**src/rtl/imem_loader.sv**
```systemverilog
// Byte-stream to 32-bit instruction-word loader for the instruction memory write port.
// Optional trailing XOR checksum byte is enabled with `define IMEM_LOADER_CHECKSUM_EN.
module imem_loader #(
    parameter int NMEM = 15,
    parameter int AW   = 7
) (
    input  logic          clk,
    input  logic          rst_n,
    input  logic          start,
    input  logic          in_valid,
    input  logic [7:0]    in_data,
    output logic          in_ready,
    output logic          mem_we,
    output logic [AW-1:0] mem_addr,
    output logic [31:0]   mem_wdata,
    output logic          busy,
    output logic          done,
    output logic          cpu_hold,
    output logic          err,
    output logic [2:0]    dbg_state
);

    // Handshake: a byte moves on a rising edge where in_valid && in_ready; in_ready
    // depends on state only, and the source must hold in_data until it is taken.
`ifdef IMEM_LOADER_CHECKSUM_EN
    typedef enum logic [2:0] {
        IDLE    = 3'd0,
        COLLECT = 3'd1,
        WRITE   = 3'd2,
        DONE    = 3'd3,
        CHECK   = 3'd4
    } state_t;
`else
    typedef enum logic [2:0] {
        IDLE    = 3'd0,
        COLLECT = 3'd1,
        WRITE   = 3'd2,
        DONE    = 3'd3
    } state_t;
`endif

    state_t        state, state_n;
    logic [AW-1:0] idx;
    logic [1:0]    cnt;
    logic [31:0]   sr;
    logic          accept;
    logic          last_word;
    logic          restart;

`ifdef IMEM_LOADER_CHECKSUM_EN
    logic [7:0]    acc;
    logic          err_q;
`endif

    assign accept    = in_valid && in_ready;
    assign last_word = (idx == AW'(NMEM - 1));
    assign restart   = start && (state == IDLE || state == DONE);
    assign dbg_state = state;

    always_ff @(posedge clk or negedge rst_n) begin
        if (!rst_n) begin
            state <= IDLE;
        end else begin
            state <= state_n;
        end
    end

    always_comb begin
        state_n = state;
        case (state)
            IDLE:    if (start) state_n = COLLECT;
            COLLECT: if (accept && cnt == 2'd3) state_n = WRITE;
`ifdef IMEM_LOADER_CHECKSUM_EN
            WRITE:   state_n = last_word ? CHECK : COLLECT;
            CHECK:   if (accept) state_n = DONE;
`else
            WRITE:   state_n = last_word ? DONE : COLLECT;
`endif
            DONE:    if (start) state_n = COLLECT;
            default: state_n = IDLE;
        endcase
    end

    always_comb begin
        in_ready = 1'b0;
        mem_we   = 1'b0;
        busy     = 1'b0;
        done     = 1'b0;
        case (state)
            COLLECT: begin
                in_ready = 1'b1;
                busy     = 1'b1;
            end
            WRITE: begin
                mem_we = 1'b1;
                busy   = 1'b1;
            end
`ifdef IMEM_LOADER_CHECKSUM_EN
            CHECK: begin
                in_ready = 1'b1;
                busy     = 1'b1;
            end
`endif
            DONE:    done = 1'b1;
            default: ;
        endcase
        cpu_hold = !done;
    end

    // Address and data are captured with the 4th byte so they are stable for the
    // whole WRITE cycle and keep their last values afterwards.
    always_ff @(posedge clk or negedge rst_n) begin
        if (!rst_n) begin
            idx       <= '0;
            cnt       <= '0;
            sr        <= '0;
            mem_addr  <= '0;
            mem_wdata <= '0;
        end else if (restart) begin
            idx <= '0;
            cnt <= '0;
            sr  <= '0;
        end else if (state == COLLECT && accept) begin
            sr  <= {sr[23:0], in_data};
            cnt <= cnt + 2'd1;
            if (cnt == 2'd3) begin
                mem_addr  <= idx;
                mem_wdata <= {sr[23:0], in_data};
            end
        end else if (state == WRITE && !last_word) begin
            idx <= idx + AW'(1);
        end
    end

`ifdef IMEM_LOADER_CHECKSUM_EN
    always_ff @(posedge clk or negedge rst_n) begin
        if (!rst_n) begin
            acc   <= '0;
            err_q <= 1'b0;
        end else if (restart) begin
            acc   <= '0;
            err_q <= 1'b0;
        end else if (state == COLLECT && accept) begin
            acc <= acc ^ in_data;
        end else if (state == CHECK && accept && in_data != acc) begin
            err_q <= 1'b1;
        end
    end

    assign err = err_q;
`else
    assign err = 1'b0;
`endif

endmodule

```
**config.mk**
```make
export PLATFORM = sky130hd
export DESIGN_NAME = imem_loader
export DESIGN_NICKNAME = d
export VERILOG_FILES = /design/src/rtl/imem_loader.sv
export SDC_FILE = /design/constraint.sdc
export NUM_CORES = 1
export LEC_CHECK = 0
export ABC_CLOCK_PERIOD_IN_PS = 1700
export CORE_MARGIN = 10
export CORE_UTILIZATION = 59
export CTS_BUF_LIST = sky130_fd_sc_hd__clkbuf_4
export CTS_CLUSTER_DIAMETER = 150
export CTS_CLUSTER_SIZE = 24
export DETAILED_ROUTE_END_ITERATION = 8
export DONT_BUFFER_PORTS = 1
export HOLD_SLACK_MARGIN = 0.06
export PLACE_DENSITY_LB_ADDON = 0.2
export SYNTH_ARGS = -nofsm -noshare
export SYNTH_HDL_FRONTEND = slang
export SYNTH_SLANG_ARGS = --single-unit
export TNS_END_PERCENT = 1
```
**constraint.sdc**
```tcl
create_clock -name clk -period 1.7 [get_ports clk]
set_input_delay 0.255 -clock clk [delete_from_list [all_inputs] [get_ports clk]]
set_output_delay 0.255 -clock clk [all_outputs]
set_load 0.005 [all_outputs]
```
# After elaboration in Yosys (flattened, before gate mapping)

Index checks and enable logic that the tools add are counted.

Memories: 0
Flip-flop bits (word level): 75
Output and inout bits: 48
Logic and storage cells: 48
Bits of input ports: 12
Bits in writable memories: 0
Latch bits: 0
Bits in read-only memories: 0

Reduce and logical (&&, ||, !) cells: 16
Divide/modulo/power cells: 0
Add/sub/neg operators: 2
Equality and inequality tests: 8
Multiplexer cells: 15
Shift-type cells: 0
Multiply operators: 0
Bitwise operators: 1
$lt $le $gt $ge: 0

Operators with widths:

| kind                | count |
|---|---|
| $mux 24             | 2 |
| $mux 7              | 3 |
| $pmux 3 s3          | 1 |
| $add 7x1->7 const B | 1 |
| $eq 7x4->1 const B  | 1 |
| $eq 3x2->1 const B  | 2 |
| $mux 2              | 3 |
| $mux 3              | 2 |
| $logic_and 1x1->1   | 5 |
| $mux 1              | 4 |
| $ne 2x2->1 const B  | 2 |
| $reduce_and 2->1    | 2 |
| $reduce_bool 2->1   | 2 |
| $reduce_or 2->1     | 2 |
| $eq 3x1->1 const B  | 1 |
| $logic_not 3->1     | 1 |
| $reduce_and 3->1    | 1 |
| $add 2x1->2 const B | 1 |
| $eq 2x2->1 const B  | 1 |
| $logic_not 1->1     | 2 |
| $ne 2x1->1 const B  | 1 |
| $logic_or 1x1->1    | 1 |
| $not 1->1           | 1 |

# Longest topological paths before layout

Gate-level depths: netlist (run 1).

Depth after elaboration: 6
Mapped depth: 7
Mapped depth without buffers: 5

# Least setup slack after synthesis (run 1)

Ideal clock, no wire load.

Kind: register -> register
Start: register state[0], in the netlist dbg_state[0]
End: register mem_addr[0]
Arrival: 1.790 ns
Path slack: -0.215 ns
Path buffers: 2
Library setup time: 0.125 ns
Stages on the path, launching flop included: 8
Clock period less this slack: 1.915 ns
Required time: 1.575 ns
Cell sequence: dfrtp_1 > inv_1 > ha_1 > and2_1 > nor3b_2 > buf_4 > buf_6 > mux2_2

Longest elaborated chain between the ends: 5
Elaborated cells between the ends (all ways): 10
Classes of those cells: 2 x eq/ne; 1 x mux; 1 x bitwise; 6 x reduce/logical

Ends and longest elaborated chain:

| what                                           | RTL line | source |
|---|---|---|
| start, declared                                | 42       | `state_t state, state_n;` |
| start signal, assigned                         | 64       | `state <= state_n;` |
| $eq 3x1->1 (tied with other cells)             | 89, 123  |  |
| $mux 1 or $logic_or 1x1->1 (tied branches)     | 89, 57   |  |
| $logic_and 1x1->1 (on tied branches)           | 55, 57   |  |
| $logic_and 1x1->1 or $not 1->1 (tied branches) | -        |  |
| $reduce_and 3->1 (no line) (*)                 | -        |  |
| end signal, assigned                           | 127      | `mem_addr <= idx;` |
| end, declared                                  | 14       | `output logic [AW-1:0] mem_addr,` |

Mark *: on every way between the ends. The rest lies on a longest branch, timed or not.
A chain may end at the register's enable or synchronous reset.

# Worst setup path in the final report (run 1)

Start: register state[0], in the netlist dbg_state[0]
End: register mem_wdata[17]

Longest elaborated chain between the ends: 5
Elaborated cells between the ends (all ways): 10
Classes of those cells: 2 x eq/ne; 1 x mux; 1 x bitwise; 6 x reduce/logical

Ends and longest elaborated chain:

| what                                           | RTL line | source |
|---|---|---|
| $eq 3x1->1 (tied with other cells)             | 89, 123  |  |
| $mux 1 or $logic_or 1x1->1 (tied branches)     | 89, 57   |  |
| $logic_and 1x1->1 (on tied branches)           | 55, 57   |  |
| $logic_and 1x1->1 or $not 1->1 (tied branches) | -        |  |
| $reduce_and 3->1 (no line) (*)                 | -        |  |
| end signal, assigned                           | 128      | `mem_wdata <= {sr[23:0], in_data};` |
| end, declared                                  | 15       | `output logic [31:0] mem_wdata,` |

Marked as above.

==> results by group, run 1 <==
Logic synthesis
  • Warnings from Yosys: 0
  • Primary FF master, synth: dfrtp_1
  • Area leader, netlist: dfrtp_1
  • Synthesized flop and latch total: 74
  • Cell Area, Synth: 3090 um^2
  • Share of the synthesized area in the top cell type: 59.9%
  • Largest cells by area after synthesis: dfrtp_1, mux2_2, nand2_1, a21oi_1, ha_1
  • Seq/Total Area, Yosys: 59.9%
  • Syn avg cell area: 11.8 um^2
  • Share of flip-flops with an asynchronous set or reset: 100%
  • Yosys cell types: 31
  • Number of synthesized flops with an enable pin: 0
  • Post-synthesis cell count: 262

Power
  • Final Power: 0.00537 W
  • Power Density: 1530 nW/um^2
  • Peak VDD IR: 1.06 mV
  • P_leak: 1.62 nW

Cells and area
  • Share of cells above drive strength 1: 26.0%
  • Fillers: 395
  • Area grow syn2layout: 13.3%
  • Final #Nets: 298
  • Inserted Diodes: 0

Clock tree
  • CTS tree: done
  • Clock Path Buffers: 2
  • Setup bufs post-CTS: 0
  • Num CTS Buffers: 9
  • H-tree levels: 3
  • Hold Buf Count CTS: 8
  • Root buffer cell: clkbuf_4
  • CTS sink count: 74
  • Clock transition at path regs: 110 ps
  • Worst-Skew Late Latency: 400 ps

Timing
  • RSZ-0062 raised after global routing: yes
  • Setup TNS: -2900 ps
  • Min cycle time layout: 1800 ps
  • Setup Skew: 13.9 ps
  • Final Hold Viols: 74
  • Final period util: 106%
  • Fmax: 556 MHz
  • Slew Viols, Final: 0
  • Hold_ws: -465 ps
  • Setup-failing EPs final: 42
  • Setup WS post-layout: -98.3 ps

Floorplanning
  • Rows: 26
  • Initial core utilization: 60.6%
  • DIE AREA: 8540 um^2
  • Die Ht: 92.4 um
  • Core Area: 5110 um^2
  • Die X: 92.4 um
  • IO Count: 60

Worst setup path
  • Worst setup SP type: flip-flop
  • Worst Setup SP: dbg_state[0]
  • Setup CP Type: reg2reg
  • R2R Path Start: dbg_state[0]
  • FF-to-FF setup slack: -100 ps
  • CP cell instances: inv_2 -> ha_4 -> and2_4 -> nor3b_4 -> buf_12 -> mux2_2
  • Reg2reg path depth: 6
  • Critical Path End: mem_wdata[17]
  • CP peak stage delay: 430 ps
  • Crit path max-delay cell type: dfrtp_1
  • Reg2reg end: mem_wdata[17]
  • Critical Path RT: 1990 ps
  • Crit path DAT: 2090 ps
  • Max FO, Critical Path: 27
  • Worst setup EP type: flip-flop

Placed design
  • GP Congestion: 0.759
  • IO buf count: 0
  • Hpwl dp: 4080 um

Global route
  • Met3 usage: 6.13%
  • Vias in the first global route: 2001
  • Initial antenna violation count: 0
  • All-layer global routing usage: 15.2%
  • Largest net degree at the start of global routing: 75
  • Met1 usage: 19.4%
  • GRT overflow: 0
  • First-pass GRT wire length: 10500 um
  • GR met2 Demand/Resource: 22.3%
  • Most used routing layer: met2

Flow run
  • Max-Cap Viols: 0

Run status
  • Outcome: finished with violations
  • Violated checks: hold timing, setup timing

Drt
  • WL per Instance: 17.3 um
  • DRT iter0 DRCs: 138
  • WL final: 6140 um
  • Via density: 5.50
  • Initial DRT Pass Iterations: 4
  • DRC: 0
  • Detail Route Antenna Nets: 0
  • Routed via count: 1953

Hold path
  • Path type of the worst min-delay path: in2async
logic make-up (layout without fill, tap and decap cells):
logic type | Yosys count | after routing | synth area share [%]
AND/OR/NAND/NOR | 77 | 77 | 11.1
AO/OA/AOI/OAI | 39 | 39 | 7.08
adder cells (fa/ha/maj) | 6 | 6 | 2.43
XOR/XNOR | 1 | 1 | 0.283
multiplexers | 43 | 43 | 15.5
buffers and inverters | 21 | 43 | 3.60
other | 1 | 2 | 0.121
flip-flops | 74 | 74 | 59.9
synth_stat cells (all sizes together) (2+ instances only):
cell	count
dfrtp	74
nand2	61
mux2	39
a21oi	29
buf	10
ha	6
inv	6
clkbuf	5
mux2i	4
and2	3
nand2b	3
a211oi	2
nand3	2
nor4b	2
o21ai	2
o31ai	2
or4	2
state kept, by name, indices dropped and copies added (netlist names):
| signal | cells |
|---|---|
| mem_addr | 7 |
| dbg_state | 2 |
| idx | 7 |
| mem_wdata | 32 |
| sr | 24 |
| cnt | 2 |
stage by stage:
stage                     instances  worst slack, ps  util (%)  instance area [um^2]
after floorplan                 263            -75.7         -                  3150
after global placement          331            -44.4      64.4                  3290
after detailed placement        331            -80.5      64.4                  3290
after CTS                       355             -105      68.3                  3490
after global routing            355             -165      68.6                  3500
final                           355            -98.3      68.6                  3500
per-layer routing:
layer	vias up	wire [um]
li1	923	-
met1	968	2720
met2	51	2850
met3	11	475
met4	0	95
met5	-	0
critical path, delay by kind of cell (launching register included):
family / cells / cell delay [ps]
adder cells (fa/ha/maj): 1 / 190
buffers and inverters: 2 / 330
flip-flops: 1 / 430
multiplexers: 1 / 360
AND/OR/NAND/NOR: 2 / 370
layout make-up:
type                       instances  area (um^2)  share of cell area [%]
clock buffer                      10         75.1                    2.14
clock inverter                     6         33.8                   0.964
inverter                           6         22.5                   0.643
multi-input combinational        168         1220                    34.8
sequential                        74         1850                    52.9
tap                               70         87.6                    2.50
timing repair buffer              21          215                    6.14
worst min path at each step:
stage / endpoint / slack [ps] / cells past startpoint
finish: sr[8] / -460 / 0
global route: mem_wdata[14] / -510 / 0
CTS: mem_wdata[23] / -490 / 0
global placement: idx[1] / -40 / 0
floorplan: cnt[0] / -40 / 0
detailed placement: mem_addr[1] / -40 / 0
power by group:
part           leakage (nW)  switching [W]  internal (W)
Combinational         0.567       0.000772      0.000831
Sequential            0.993       0.000504       0.00239
Clock                0.0612       0.000569      0.000305
repair_timing:
| item | CTS | global route |
|---|---|---|
| endpoints found under the setup margin | 43 | 44 |
| endpoints found under the hold margin | 90 | 74 |
| resized for setup | 3 | 3 |
layout by cell type (no fill, tap or decap), types with 2 or more instances in the layout:
| cell | n |
|---|---|
| a21oi_1 | 28 |
| buf_12 | 3 |
| buf_4 | 10 |
| clkbuf_4 | 10 |
| clkinv_1 | 2 |
| clkinv_2 | 2 |
| conb_1 | 2 |
| dfrtp_1 | 74 |
| dlygate4sd3_1 | 8 |
| ha_1 | 5 |
| inv_1 | 5 |
| mux2_2 | 27 |
| mux2_4 | 12 |
| mux2i_1 | 4 |
| nand2_1 | 61 |
| nand2b_1 | 3 |
| nand3_1 | 2 |
| o21ai_0 | 2 |
| o31ai_1 | 2 |
| or4_1 | 2 |
Note: power is estimated with default switching activity, not from simulation.
==> run 2, diff against run 1 <==
Settings changed: MAX_ROUTING_LAYER set to met4.
==> results by group, run 2 (synthesized netlist as in run 1, its figures left out) <==
Global route
  • Largest net degree at the start of global routing: 75 (unchanged)
  • Initial antenna violation count: 0 (unchanged)
  • All-layer global routing usage: 15.6% (was 15.2%)
  • First-pass GRT wire length: 10500 um (about the same)
  • GRT overflow: 0 (unchanged)
  • Vias in the first global route: 2008 (was 2001)

Cells and area
  • Most frequent cells in the layout: dfrtp_1, nand2_1, a21oi_1 (unchanged)
  • Area grow syn2layout: 13.3% (unchanged)
  • Seq. cell area: 1850 um^2 (unchanged)
  • Inserted Diodes: 0 (unchanged)
  • Share of cells above drive strength 1: 26.0% (unchanged)
  • Final #Nets: 298 (unchanged)
  • Most common cell after layout, fill and taps aside: dfrtp_1 (unchanged)
  • Multi-input gate area: 1220 um^2 (unchanged)
  • Fin util: 68.6% (unchanged)
  • Largest registers: mem_wdata x32, sr x24 (unchanged)
  • Fillers: 395 (unchanged)
  • Largest register by flop count: mem_wdata (unchanged)
  • Number of flip-flops in the largest register: 32 (unchanged)
  • Post-route insts no fill: 355 (unchanged)

Timing
  • Final Hold Viols: 74 (unchanged)
  • RSZ-0062 raised after global routing: yes (unchanged)
  • Setup WS post-layout: -92.7 ps (was -98.3 ps)
  • Setup-failing EPs final: 42 (unchanged)
  • Final period util: 105% (was 106%)
  • Fmax: 558 MHz (was 556 MHz)
  • Setup Skew: 14.2 ps (was 13.9 ps)
  • Slew Viols, Final: 0 (unchanged)
  • Min cycle time layout: 1790 ps (was 1800 ps)
  • Hold_ws: -459 ps (was -465 ps)

Floorplanning
  • Initial core utilization: 60.6% (unchanged)
  • Die X: 92.4 um (unchanged)
  • Core Area: 5110 um^2 (unchanged)
  • Die Ht: 92.4 um (unchanged)
  • IO Count: 60 (unchanged)
  • DIE AREA: 8540 um^2 (unchanged)
  • Rows: 26 (unchanged)

Drt
  • DRT iter0 DRCs: 129 (was 138)
  • DRC: 0 (unchanged)
  • WL final: 6130 um (was 6140 um)
  • Via density: 5.50 (about the same)
  • Routed via count: 1954 (was 1953)
  • WL per Instance: 17.3 um (about the same)
  • Initial DRT Pass Iterations: 4 (unchanged)
  • Detail Route Antenna Nets: 0 (unchanged)

Power
  • Clock Power Share: 16.3% (about the same)
  • Power Density: 1530 nW/um^2 (about the same)
  • Reg power frac: 53.9% (about the same)
  • Switching Fraction: 34.4% (was 34.3%)
  • Pint: 0.00353 W (unchanged)
  • P_leak: 1.62 nW (unchanged)
  • Gate power share: 29.9% (was 29.8%)
  • Peak VDD IR: 1.06 mV (about the same)
  • Switching power: 0.00185 W (about the same)

Worst setup path
  • Setup CP Type: reg2reg (unchanged)
  • Max FO, Critical Path: 27 (unchanged)
  • Crit path DAT: 2080 ps (was 2090 ps)
  • Worst setup EP type: flip-flop (unchanged)
  • Worst setup SP type: flip-flop (unchanged)
  • FF-to-FF setup slack: -90 ps (was -100 ps)
  • Critical Path RT: 1990 ps (about the same)

Placed design
  • IO buf count: 0 (unchanged)
  • Placed Instances: 331 (unchanged)
  • Hpwl dp: 4080 um (unchanged)
  • GP Congestion: 0.769 (was 0.759)
  • DP Worst Slack: -80.5 ps (unchanged)

Clock tree
  • Root buffer cell: clkbuf_4 (unchanged)
  • Worst-Skew Late Latency: 390 ps (was 400 ps)
  • H-tree levels: 3 (unchanged)
  • Clock Path Buffers: 2 (unchanged)
  • Num CTS Buffers: 9 (unchanged)
  • CTS sink count: 74 (unchanged)
  • Hold Buf Count CTS: 8 (unchanged)
  • CTS tree: done (unchanged)
  • Clock transition at path regs: 110 ps (about the same)

Flow run
  • Max-Cap Viols: 0 (unchanged)

Run status
  • Violated checks: hold timing, setup timing (unchanged)
  • Outcome: finished with violations (unchanged)

Hold path
  • Path type of the worst min-delay path: in2async (unchanged)
==> run 2: metal layers <==
metal	vias to the layer above	global-route usage, %	part of all wire [%]
met2	51	22.5	47
met3	10	5.41	6.9
met5	-	-	0
met1	969	19.6	45
met4	0	6.68	1.5
li1	924	-	-
==> run 2: path summary, 6_finish.rpt <==
kind	startpoint	endpoint	cells after the start
min in group clk	start	dbg_state[0]	2
min reg2reg	sr[21]	mem_wdata[29]	1
max	dbg_state[0]	mem_wdata[17]	6
max in group asynchronous	rst_n	mem_wdata[0]	0
max reg2reg	dbg_state[0]	mem_wdata[17]	6
min	rst_n	cnt[0]	0
==> run 2: power by group through the flow <==
stage	combinational, W	clock, W	sequential (W)
2_1_floorplan	0.00116	0	0.00278
3_3_place_gp	0.00154	0	0.00293
3_5_place_dp	0.00159	0	0.00296
4_1_cts	0.00162	0.000905	0.00292
5_1_grt	0.00180	0.000984	0.00301
6_report	0.00161	0.000874	0.00289
==> run 2: area by class of cell <==
class,instances,share of cell area (%)
Clock buffer,10,2.14
Clock inverter,6,0.964
Inverter,6,0.643
Multi-Input combinational cell,168,34.8
Sequential cell,74,52.9
Tap cell,70,2.50
Timing Repair Buffer,21,6.14
==> run 2: critical path, stage by stage (launching register included) <==
cell	delay [ps]
dfrtp_1	430
inv_2	80
ha_4	190
and2_4	140
nor3b_4	230
buf_12	250
mux2_2	360
==> run 2: through the flow <==
step	power (W)	setup TNS (ps)	instance area (um^2)	hold slack (ps)
floorplan	0.00394	-866	3150	-40.6
global placement	0.00446	-1040	3290	-38.2
detailed placement	0.00455	-2120	3290	-38.1
CTS	0.00544	-3050	3490	-490
global route	0.00579	-5500	3500	-506
finish	0.00537	-2820	3500	-459
==> run 2: what timing repair did <==
action | CTS | global route
hold endpoints to repair | 90 | 74
setup buffers | 0 | 0
resized for setup | 3 | 3
setup endpoints to repair | 43 | 44
